`src/rtl/uart_pkg.sv`:
```
// rtl/uart_pkg.sv - shared UART state encoding, parity constants and divider sizing
package uart_pkg;

  typedef enum logic [2:0] {
    IDLE,
    START,
    DATA,
    PARITY,
    STOP
  } uart_state_e;

  localparam int PARITY_NONE = 0;
  localparam int PARITY_EVEN = 1;
  localparam int PARITY_ODD  = 2;

  function automatic int div_width(input int div);
    return (div <= 2) ? 1 : $clog2(div);
  endfunction

endpackage

```
`src/rtl/uart_baud_gen.sv`:
```
// rtl/uart_baud_gen.sv - bit-period clock enable, one tick every DIV enabled cycles
module uart_baud_gen
  import uart_pkg::*;
#(
  parameter int DIV = 1250
) (
  input  logic clk,
  input  logic nrst,
  input  logic en,
  input  logic clr,
  output logic tick
);

  localparam int W = div_width(DIV);
  localparam logic [W-1:0] LAST = W'(DIV - 1);

  logic [W-1:0] cnt_q, cnt_d;

  always_comb begin
    cnt_d = cnt_q;
    if (clr) begin
      cnt_d = '0;
    end else if (en) begin
      cnt_d = (cnt_q == LAST) ? '0 : cnt_q + 1'b1;
    end
  end

  always_ff @(posedge clk or negedge nrst) begin
    if (!nrst) begin
      cnt_q <= '0;
    end else begin
      cnt_q <= cnt_d;
    end
  end

  assign tick = en && !clr && (cnt_q == LAST);

endmodule

```
`src/rtl/uart_tx_core.sv`:
```
// rtl/uart_tx_core.sv - valid/ready UART transmitter, configurable data/stop bits
// Parity bit and PARITY state exist only when UART_TX_PARITY_EN is defined.
module uart_tx_core
  import uart_pkg::*;
#(
  parameter int CLK_FREQ    = 12000000,
  parameter int BAUD        = 9600,
  parameter int DATA_BITS   = 8,
  parameter int STOP_BITS   = 1,
  parameter int PARITY_MODE = 0
) (
  input  logic                 clk,
  input  logic                 nrst,
  input  logic [DATA_BITS-1:0] tx_data,
  input  logic                 tx_valid,
  output logic                 tx_ready,
  output logic                 tx,
  output logic                 busy,
  output logic                 done
);

  localparam int DIV = CLK_FREQ / BAUD;
  localparam int BIW = $clog2(DATA_BITS);
  localparam logic [BIW-1:0] LAST_BIT  = BIW'(DATA_BITS - 1);
  localparam logic           LAST_STOP = 1'(STOP_BITS - 1);

`ifdef UART_TX_PARITY_EN
  localparam bit PAR_ON = (PARITY_MODE != PARITY_NONE);
  logic par_q, par_d;
  logic par_calc;
  assign par_calc = (PARITY_MODE == PARITY_ODD) ? ~^tx_data : ^tx_data;
`else
  // PARITY_MODE has no effect in this build; frames are always N
  localparam bit PAR_ON = 1'b0 && (PARITY_MODE != PARITY_NONE);
`endif

  uart_state_e          state_q, state_d;
  logic [DATA_BITS-1:0] shift_q, shift_d;
  logic [BIW-1:0]       bit_idx_q, bit_idx_d;
  logic                 stop_cnt_q, stop_cnt_d;
  logic                 tx_q, tx_d;
  logic                 done_q, done_d;
  logic                 accept;
  logic                 tick;

  assign tx_ready = (state_q == IDLE);
  assign busy     = !tx_ready;
  assign accept   = tx_valid && tx_ready;
  assign tx       = tx_q;
  assign done     = done_q;

  uart_baud_gen #(
    .DIV (DIV)
  ) u_baud (
    .clk  (clk),
    .nrst (nrst),
    .en   (busy),
    .clr  (accept),
    .tick (tick)
  );

  always_comb begin
    state_d    = state_q;
    shift_d    = shift_q;
    bit_idx_d  = bit_idx_q;
    stop_cnt_d = stop_cnt_q;
    done_d     = 1'b0;
`ifdef UART_TX_PARITY_EN
    par_d      = par_q;
`endif
    case (state_q)
      IDLE: begin
        if (accept) begin
          shift_d    = tx_data;
          bit_idx_d  = '0;
          stop_cnt_d = 1'b0;
          state_d    = START;
`ifdef UART_TX_PARITY_EN
          par_d      = par_calc;
`endif
        end
      end
      START: begin
        if (tick) state_d = DATA;
      end
      DATA: begin
        if (tick) begin
          shift_d = shift_q >> 1;
          if (bit_idx_q == LAST_BIT) begin
            bit_idx_d = '0;
            state_d   = PAR_ON ? PARITY : STOP;
          end else begin
            bit_idx_d = bit_idx_q + 1'b1;
          end
        end
      end
`ifdef UART_TX_PARITY_EN
      PARITY: begin
        if (tick) state_d = STOP;
      end
`endif
      STOP: begin
        if (tick) begin
          if (stop_cnt_q == LAST_STOP) begin
            state_d = IDLE;
            done_d  = 1'b1;
          end else begin
            stop_cnt_d = stop_cnt_q + 1'b1;
          end
        end
      end
      default: state_d = IDLE;
    endcase
  end

  // Line level follows the next state so tx is a plain flop with no decode glitches
  always_comb begin
    tx_d = 1'b1;
    case (state_d)
      START:  tx_d = 1'b0;
      DATA:   tx_d = shift_d[0];
`ifdef UART_TX_PARITY_EN
      PARITY: tx_d = par_d;
`endif
      default: tx_d = 1'b1;
    endcase
  end

  always_ff @(posedge clk or negedge nrst) begin
    if (!nrst) begin
      state_q    <= IDLE;
      shift_q    <= '0;
      bit_idx_q  <= '0;
      stop_cnt_q <= 1'b0;
      tx_q       <= 1'b1;
      done_q     <= 1'b0;
    end else begin
      state_q    <= state_d;
      shift_q    <= shift_d;
      bit_idx_q  <= bit_idx_d;
      stop_cnt_q <= stop_cnt_d;
      tx_q       <= tx_d;
      done_q     <= done_d;
    end
  end

`ifdef UART_TX_PARITY_EN
  always_ff @(posedge clk or negedge nrst) begin
    if (!nrst) begin
      par_q <= 1'b0;
    end else begin
      par_q <= par_d;
    end
  end
`endif

endmodule

```
`config.mk`:
```
export PLATFORM = sky130hd
export DESIGN_NAME = uart_tx_core
export DESIGN_NICKNAME = d
export VERILOG_FILES = /design/src/rtl/uart_pkg.sv /design/src/rtl/uart_baud_gen.sv /design/src/rtl/uart_tx_core.sv
export SDC_FILE = /design/constraint.sdc
export NUM_CORES = 1
export LEC_CHECK = 0
export BUFFER_PORTS_ARGS = -buffer_cell sky130_fd_sc_hd__buf_2
export CAP_MARGIN = 15
export CORE_ASPECT_RATIO = 0.9
export CORE_MARGIN = 2
export CORE_UTILIZATION = 45
export DETAILED_ROUTE_END_ITERATION = 10
export PLACE_DENSITY = 0.64
export SLEW_MARGIN = 10
export SYNTH_ARGS = -nofsm -noshare
export SYNTH_HDL_FRONTEND = slang
export SYNTH_SLANG_ARGS = --single-unit
```
`constraint.sdc`:
```
create_clock -name clk -period 2.9 [get_ports clk]
set_input_delay 0.435 -clock clk [delete_from_list [all_inputs] [get_ports clk]]
set_output_delay 0.435 -clock clk [all_outputs]
set_load 0.01 [all_outputs]
```
* Word level (Yosys, flattened, before mapping)
Cells that the tools add are included.
** Storage, ports and cells
- Register bits :: 28
- Output and inout port bits :: 4
- Logic and storage cells :: 56
- Input port bits :: 11
** Operators by class
- $add $sub $neg :: 3
- Equality and inequality tests :: 10
- Mux-type cells :: 25
- Reduce and logical (&&, ||, !) cells :: 10
** Operator list (count)
- $mux W11 :: 3
- $mux W3 :: 9
- $mux W8 :: 2
- $pmux W8 S2 :: 1
- $pmux W3 S4 :: 1
- $add A11 B1 Y11 const B :: 1
- $eq A11 B11 Y1 const B :: 1
- $eq A3 B1 Y1 const B :: 2
- $eq A3 B2 Y1 const B :: 2
- $eq A3 B3 Y1 const B :: 2
- $mux W1 :: 6
- $pmux W3 S2 :: 1
- $reduce_and A3 Y1 :: 2
- $ne A2 B2 Y1 const B :: 2
- $pmux W1 S2 :: 2
- $reduce_bool A2 Y1 :: 2
- $add A3 B1 Y3 const B :: 1
- $logic_and A1 B1 Y1 :: 3
- $logic_not A3 Y1 :: 1
- $logic_not A1 Y1 :: 2
- $ne A2 B1 Y1 const B :: 1
- $add A1 B1 Y1 const B :: 1

* Logic depth before layout (Yosys ltp)
Gate-level depths: netlist (run 1).
- Word-level depth :: 9
- Depth in mapped cells :: 7
- Depth with buffers taken out :: 6

* Hierarchy
A second synthesis (run 1) with hierarchy kept.
** Second synthesis, totals
- Cell total of the unflattened synthesis :: 139
- Area total of the unflattened synthesis :: 1435.1 µm²
** By module, submodules not included
- uart_tx_core :: cells each 70, instances 1, area an instance 794.5 µm², seq. area each 401.6 µm²
- uart_baud_gen :: cells each 69, instances 1, area an instance 640.6 µm², seq. area each 275.3 µm²

* Worst setup path before layout (run 1)
No wires, ideal clock.
- Kind :: register to register
- From :: reg u_baud.cnt_q[0]
- To :: reg bit_idx_q[0]
- Data required time :: 2775 ps
- Clock period less this slack :: 1677 ps
- Slack :: 1223 ps
- Path buffers :: 1
- Arrival :: 1552 ps
- Stages on the path, launching flop included :: 7
- Setup time :: 125 ps
- Cell sequence :: dfrtp_1 ha_1 nor3b_2 and4_1 buf_4 nor2_4 mux2_4
** Between the ends
- Word-level cells in the longest chain between the ends :: 4
** Ends and longest elaborated chain
- start, declared :: RTL line uart_baud_gen.sv:17 : logic [W-1:0] cnt_q, cnt_d;
- start signal, assigned :: RTL line uart_baud_gen.sv:32 : cnt_q <= cnt_d;
- $eq A11 B11 Y1 :: RTL line uart_baud_gen.sv:36 : assign tick = en && !clr && (cnt_q == LAST);
- $logic_and A1 B1 Y1 :: RTL line uart_baud_gen.sv:36
- $ne A2 B2 Y1 (no source line)
- $reduce_and A3 Y1 (no source line)
- end signal, assigned :: RTL line uart_tx_core.sv:140 : bit_idx_q <= bit_idx_d;
- end, declared :: RTL line uart_tx_core.sv:39 : logic [BIW-1:0] bit_idx_q, bit_idx_d;
No other way between the ends.
A chain may end at the register's enable or synchronous reset.

* Final worst setup path (run 1)
- From :: reg state_q[1]
- To :: reg bit_idx_q[0]
** Between the ends
- Word-level cells in the longest chain between the ends :: 7
- Elaborated cells between the ends (all ways) :: 12
- Classes of those cells :: 3 x eq/ne; 1 x mux; 8 x reduce/logical
** Ends and longest elaborated chain
- start, declared :: RTL line uart_tx_core.sv:37 : uart_state_e state_q, state_d;
- start signal, assigned :: RTL line uart_tx_core.sv:138 : state_q <= state_d;
- $logic_not A3 Y1 :: RTL line uart_tx_core.sv:46, uart_tx_core.sv:71
- $logic_and A1 B1 Y1 :: RTL line uart_tx_core.sv:48 : assign accept = tx_valid && tx_ready;
- $logic_not A1 Y1 :: RTL line uart_baud_gen.sv:36
- $logic_and A1 B1 Y1 (2 in series) :: RTL line uart_baud_gen.sv:36
- $ne A2 B2 Y1 (no source line)
- $reduce_and A3 Y1 (no source line)
Parallel ways exist; a longest one is shown, timed or not.

==> summary.txt, run 1 <==
Status
  • Status: complete, no violations

Setup path
  • Reg2reg end: bit_idx_q[0]
  • Worst R2R Setup Slack: just under 1 ns
  • Worst setup EP type: flip-flop
  • Worst Path Required: about 3.1 ns
  • Crit Path Max Fanout: 11
  • Reg2reg path depth: 4
  • Crit path kind: reg2reg
  • CP startpoint kind: flip-flop
  • CP Data Arrival Time: 2.11 ns
  • Worst R2R Start: state_q[1]

Synthesis
  • Post-synth EDFFs: 0
  • Yosys top cell by area: dfrtp_1
  • Yosys cell types: 42
  • Top-area cell type share of the netlist area: 0.433
  • Yosys warnings: 0
  • Netlist Area Pre-Place: around 1500 µm²
  • Synth area leaders: dfrtp_1 (43%), a22o_1 (4.1%), mux2i_1 (4.0%)
  • Register area share after synthesis: 0.450
  • Synthesized Nets: between 150 and 200
  • Seq cells post-synth: 27
  • Syn Area/Cell: 10.0 µm²
  • Ys flop type: dfrtp_1
  • Synth Instances: 150
  • Ys async rst share: 1.00

Place
  • DP HPWL: between 2 and 2.5 mm
  • Inst Count DP: 200
  • Routability cong.: ~0.86
  • Pre-CTS setup slack: between 0.9 and 1 ns
  • Port bufs: 14

Final layout
  • Share of cells above drive strength 1: 0.167
  • Commonest non-fill, non-tap cell in the layout: dfrtp_1
  • Area Growth Syn to Fin: 9.23%
  • Most frequent cells in the layout: dfrtp_1 (26), nand2_1 (14), buf_2 (14)
  • Fin nets: 178
  • Post-layout util: 0.528
  • Layout Cells excl Fill: 204
  • Ant diodes: 0

Die
  • Core area: slightly above 3000 µm²
  • Ports: 15
  • Starting density of the core: 0.483
  • Die X: 64.9 µm
  • FP Rows: 19
  • Full die area: 3820 µm²
  • Die height: 58.8 µm

Pwr
  • P per Cell Area: 376 nW/µm²
  • Leak: around 0.76 nW
  • Peak VDD IR: around 0.25 mV

Job
  • Max Cap Viol: 0

Clock tree
  • Post-CTS setup buffers: 0
  • Worst skew pair latency: 0.28 ns
  • CTS resizes: 0
  • Cts hold-fix bufs: 0
  • Clock buffer depth: 2
  • H-tree depth: 1
  • CTS tree: done
  • Num CTS Buffers: 3
  • CTS sink cnt: 27
  • Root buffer cell: clkbuf_8
  • Clock-pin slew on the worst setup and hold paths: roughly 0.090 ns

STA
  • RSZ-0062 raised after global routing: no
  • Final Max Slew Viols: 0
  • FMAX: roughly 0.52 GHz
  • Final Skew: between 0.007 and 0.008 ns
  • Worst-Margin Slew: around 0.68 ns
  • TNS Setup: 0 ns
  • Slew HR: 0.543
  • Final setup violation count: 0
  • Final-report hold violation count: 0
  • Min Clock Period, post-route: a little under 2 ns
  • Final period util: 0.668
  • Final worst-path setup slack: roughly 0.96 ns

GRT
  • Largest net degree at the start of global routing: 28
  • Total GRT Usage: 0.174
  • Vias in the first global route: approximately 1,100
  • Initial antenna violation count: 0
  • Global-route wire length before repair: 5.11 mm
  • Overflow after GRT: 0

Route
  • Drt drc: 0
  • Detailed router's first-iteration violation count: 110
  • Total wire length: about 2.9 mm
  • Remaining antenna violation count: 0
  • Pre-Repair DR Iteration Count: 4
  • DR vias/cell: 5.66
  • Via count: around 1,200
  • Routed length per instance: 14.3 µm

Min path
  • HP Class: in2async
==> critical path, cell delays in order, from the launching register on <==
cell and delay (ns):
dfrtp_1 0.55, nor3b_1 0.38, and4_1 0.45, nor2_4 0.12
mux2_4 0.33
==> registers in the layout (all words and copies together), names as in the netlist <==
register,count
bit_idx_q,3
done,1
shift_q,8
state_q,3
tx,1
u_baud.cnt_q,11
==> synth_stat cells (2+ instances only) <==
cell and count:
a21o_1 8, a21oi_1 9, a22o_1 7, a31oi_1 2, and2_1 4, and3_1 4, and4_1 2, buf_2 5
dfrtp_1 26, ha_1 4, inv_1 7, mux2i_1 6, nand2_1 14, nand3_1 9, nor2_1 4, nor4b_4 2
o21ai_0 7, o22ai_1 2, o41ai_1 2, or3_1 4
==> stage by stage <==
step | area [µm²] | hold slack, ns | power (W)
after floorplan | 1500 | 0.139 | 0.000395
after global placement | 1600 | 0.465 | 0.000411
after detailed placement | 1600 | 0.467 | 0.000412
after CTS | 1640 | 0.181 | 0.000628
after global routing | 1640 | 0.211 | 0.000642
final | 1640 | 0.154 | 0.000617
==> cells by family after synthesis <==
kind of cell / after synthesis / share of synthesized area
AND/OR/NAND/NOR: 57 / 0.243
AO/OA/AOI/OAI: 39 / 0.174
flip-flops: 27 / 0.450
buffers and inverters: 15 / 0.0441
multiplexers: 7 / 0.0499
adder cells (fa/ha/maj): 4 / 0.0333
XOR/XNOR: 1 / 0.00582
==> power by group <==
part / switching [W] / internal, W
clock network: 0.000116 / 0.0000985
registers: 0.00000254 / 0.000381
logic: 0.0000111 / 0.00000852
==> area by class of cell <==
class                   count  area (µm²)
well taps                  42        52.6
repair buffers             15        77.6
inverters                   8        30.0
flip-flops and latches     27         677
fillers                   284        1470
clock buffers               4        45.0
multi-input cells         108         761
==> how the worst max path moves through the flow <==
| stage | startpoint | endpoint | depth (start not counted) |
|---|---|---|---|
| 4_1_cts | state_q[1] | bit_idx_q[0] | 4 |
| 3_3_place_gp | u_baud.cnt_q[2] | bit_idx_q[0] | 4 |
| 3_5_place_dp | state_q[1] | bit_idx_q[0] | 4 |
| 6_report | state_q[1] | bit_idx_q[0] | 4 |
| 2_1_floorplan | u_baud.cnt_q[0] | bit_idx_q[0] | 6 |
| 5_1_grt | u_baud.cnt_q[1] | bit_idx_q[0] | 6 |
==> routing by layer <==
| metal | wire [µm] | global-route usage |
|---|---|---|
| met1 | 1490 | 0.248 |
| met2 | 1280 | 0.270 |
| met3 | 115 | 0.0402 |
| met4 | 31 | 0.0456 |
| met5 | 0 | 0 |
Power figures use the tool's default switching activity.
==> inputs of run 2 (changes only) <==
==> constraint.sdc (replaced) <==
create_clock -name clk -period 1.8 [get_ports clk]
set_input_delay 0.27 -clock clk [delete_from_list [all_inputs] [get_ports clk]]
set_output_delay 0.27 -clock clk [all_outputs]
set_load 0.01 [all_outputs]
==> run 2 against run 1 <==
Net effect:
- the flow now finishes with violations (negative hold slack)
- die area is the same
- register-to-register slack got worse by 0.86 ns
- flip-flop and latch count stayed put
- largest cell class unchanged
- first-iteration DRC count is 47% lower
- critical path type unchanged
- combinational power increased by 61%
- core utilization up 3.1 points
- worst setup slack got worse by 0.86 ns
- sequential share of layout area down 2.3 points
- total power increased by 62%
==> summary.txt, run 2 (synthesized netlist as in run 1, its figures left out) <==
Status
  • Status: finished, violations left
  • Failing checks: negative hold slack

Pwr
  • Gate power share: 0.032
  • Internal power: ~0.0008 W
  • Peak VDD IR: around 0.54 mV
  • Clock share of power: 0.350
  • Leak: slightly above 0.8 nW
  • Flop pwr share: 0.618
  • Psw: roughly 0.00021 W
  • P per Cell Area: around 580 nW/µm²
  • Sw frac: 0.213

Setup path
  • Crit path kind: reg2reg
  • Worst Path Required: about 2.0 ns
  • CP startpoint kind: flip-flop
  • Worst R2R Setup Slack: 0.1 ns
  • CP Data Arrival Time: 1.90 ns
  • Worst setup EP type: flip-flop
  • Crit Path Max Fanout: 5

STA
  • RSZ-0062 raised after global routing: no
  • Worst-Margin Slew: a little over 0.6 ns
  • FMAX: between 0.5 and 0.6 GHz
  • TNS Setup: 0 ns
  • Final setup violation count: 0
  • Final Max Slew Viols: 0
  • Slew HR: 0.587
  • Hold Worst Slack: -0.00833 ns
  • Final-report hold violation count: 7
  • Min Clock Period, post-route: about 1.7 ns
  • Final period util: 0.945
  • Final Skew: roughly 0.0053 ns

Min path
  • HP Class: in2async

GRT
  • Vias in the first global route: ~1,200
  • Initial antenna violation count: 0
  • Total GRT Usage: 0.186
  • Largest net degree at the start of global routing: 28
  • Global-route wire length before repair: about 5.4 mm
  • Overflow after GRT: 0

Final layout
  • Area Growth Syn to Fin: 15.6%
  • Max reg flops: 11
  • Post-layout util: 0.558
  • Fill cells: about 290
  • Share of cells above drive strength 1: 0.225
  • Ant diodes: 0
  • Fin nets: approximately 190
  • Top Registers: u_baud.cnt_q x11, shift_q x8
  • Final Cell Area: about 1700 µm²
  • Commonest non-fill, non-tap cell in the layout: dfrtp_1
  • Largest Register: u_baud.cnt_q
  • Most frequent cells in the layout: dfrtp_1 (26), nand2_1 (14), buf_2 (14)

Die
  • Ports: 15
  • FP Rows: 19
  • Full die area: around 3800 µm²
  • Starting density of the core: 0.483
  • Die X: 64.9 µm
  • Die height: about 59 µm
  • Core area: 3110 µm²

Route
  • Via count: 1,214
  • Routed length per instance: ~14 µm
  • Pre-Repair DR Iteration Count: 4
  • Total wire length: roughly 3 mm
  • Detailed router's first-iteration violation count: slightly below 60
  • Remaining antenna violation count: 0
  • DR vias/cell: roughly 5.6
  • Drt drc: 0

Clock tree
  • Num CTS Buffers: 3
  • Clock buffer depth: 2
  • CTS tree: done
  • Post-CTS setup buffers: 0
  • CTS resizes: 0
  • Worst skew pair latency: approximately 0.28 ns
  • Root buffer cell: clkbuf_8
  • CTS sink cnt: 27
  • Clock-pin slew on the worst setup and hold paths: about 0.090 ns
  • Cts hold-fix bufs: 0
  • H-tree depth: 1

Place
  • Routability cong.: 0.782
  • DP HPWL: approximately 2.2 mm
  • Port bufs: 14
  • Area after DPL: ~1700 µm²

Job
  • Max Cap Viol: 0
## run 2: cell type report
type	instances	area, µm²	share of cell area
well taps	42	52.6	0.0302
clock buffers	4	45.0	0.0259
multi-input cells	108	773	0.445
inverters	8	30.0	0.0173
repair buffers	26	160	0.0922
flip-flops and latches	27	677	0.389
## run 2: worst max-delay path: stages, from the launching register on
cell and delay, ns:
dfrtp_1 0.40, buf_4 0.16, nand2_2 0.08, or4_1 0.51, or3_1 0.32, mux2i_1 0.15
## run 2: path summary, 6_finish.rpt
| kind | from | end | cells past startpoint |
|---|---|---|---|
| setup / recovery | u_baud.cnt_q[2] | u_baud.cnt_q[9] | 5 |
| hold / removal | nrst | u_baud.cnt_q[8] | 1 |
| setup reg to reg | u_baud.cnt_q[2] | u_baud.cnt_q[9] | 5 |
| hold reg to reg | shift_q[3] | shift_q[3] | 1 |
| max in group asynchronous | nrst | shift_q[4] | 1 |
| min in group clk | tx_data[7] | shift_q[7] | 3 |
## run 2: per-layer routing
metal	part of all wire	vias up	global-route usage	routed length, µm
met5	0	-	0	0
met4	0.016	0	0.0547	49
li1	-	593	-	-
met3	0.052	4	0.0459	161
met1	0.46	591	0.254	1440
met2	0.47	26	0.295	1450
## run 2: metrics by stage
stage / hold slack [ns] / setup slack, ns / cells / total power, W
global placement: 0.318 / 0.126 / 211 / 0.000662
CTS: 0.0195 / 0.0888 / 215 / 0.00102
global route: 0.0293 / 0.0182 / 215 / 0.00103
detailed placement: 0.329 / 0.107 / 211 / 0.000663
floorplan: -0.0256 / 0.123 / 150 / 0.000637
finish: -0.00833 / 0.0987 / 215 / 0.00100
## run 2: power by group through the flow
stage	logic (W)	registers, W	clock network, W
6_report	0.0000316	0.000618	0.000350
5_1_grt	0.0000362	0.000619	0.000378
4_1_cts	0.0000331	0.000618	0.000365
3_5_place_dp	0.0000331	0.000630	0
3_3_place_gp	0.0000321	0.000630	0
2_1_floorplan	0.00000784	0.000629	0
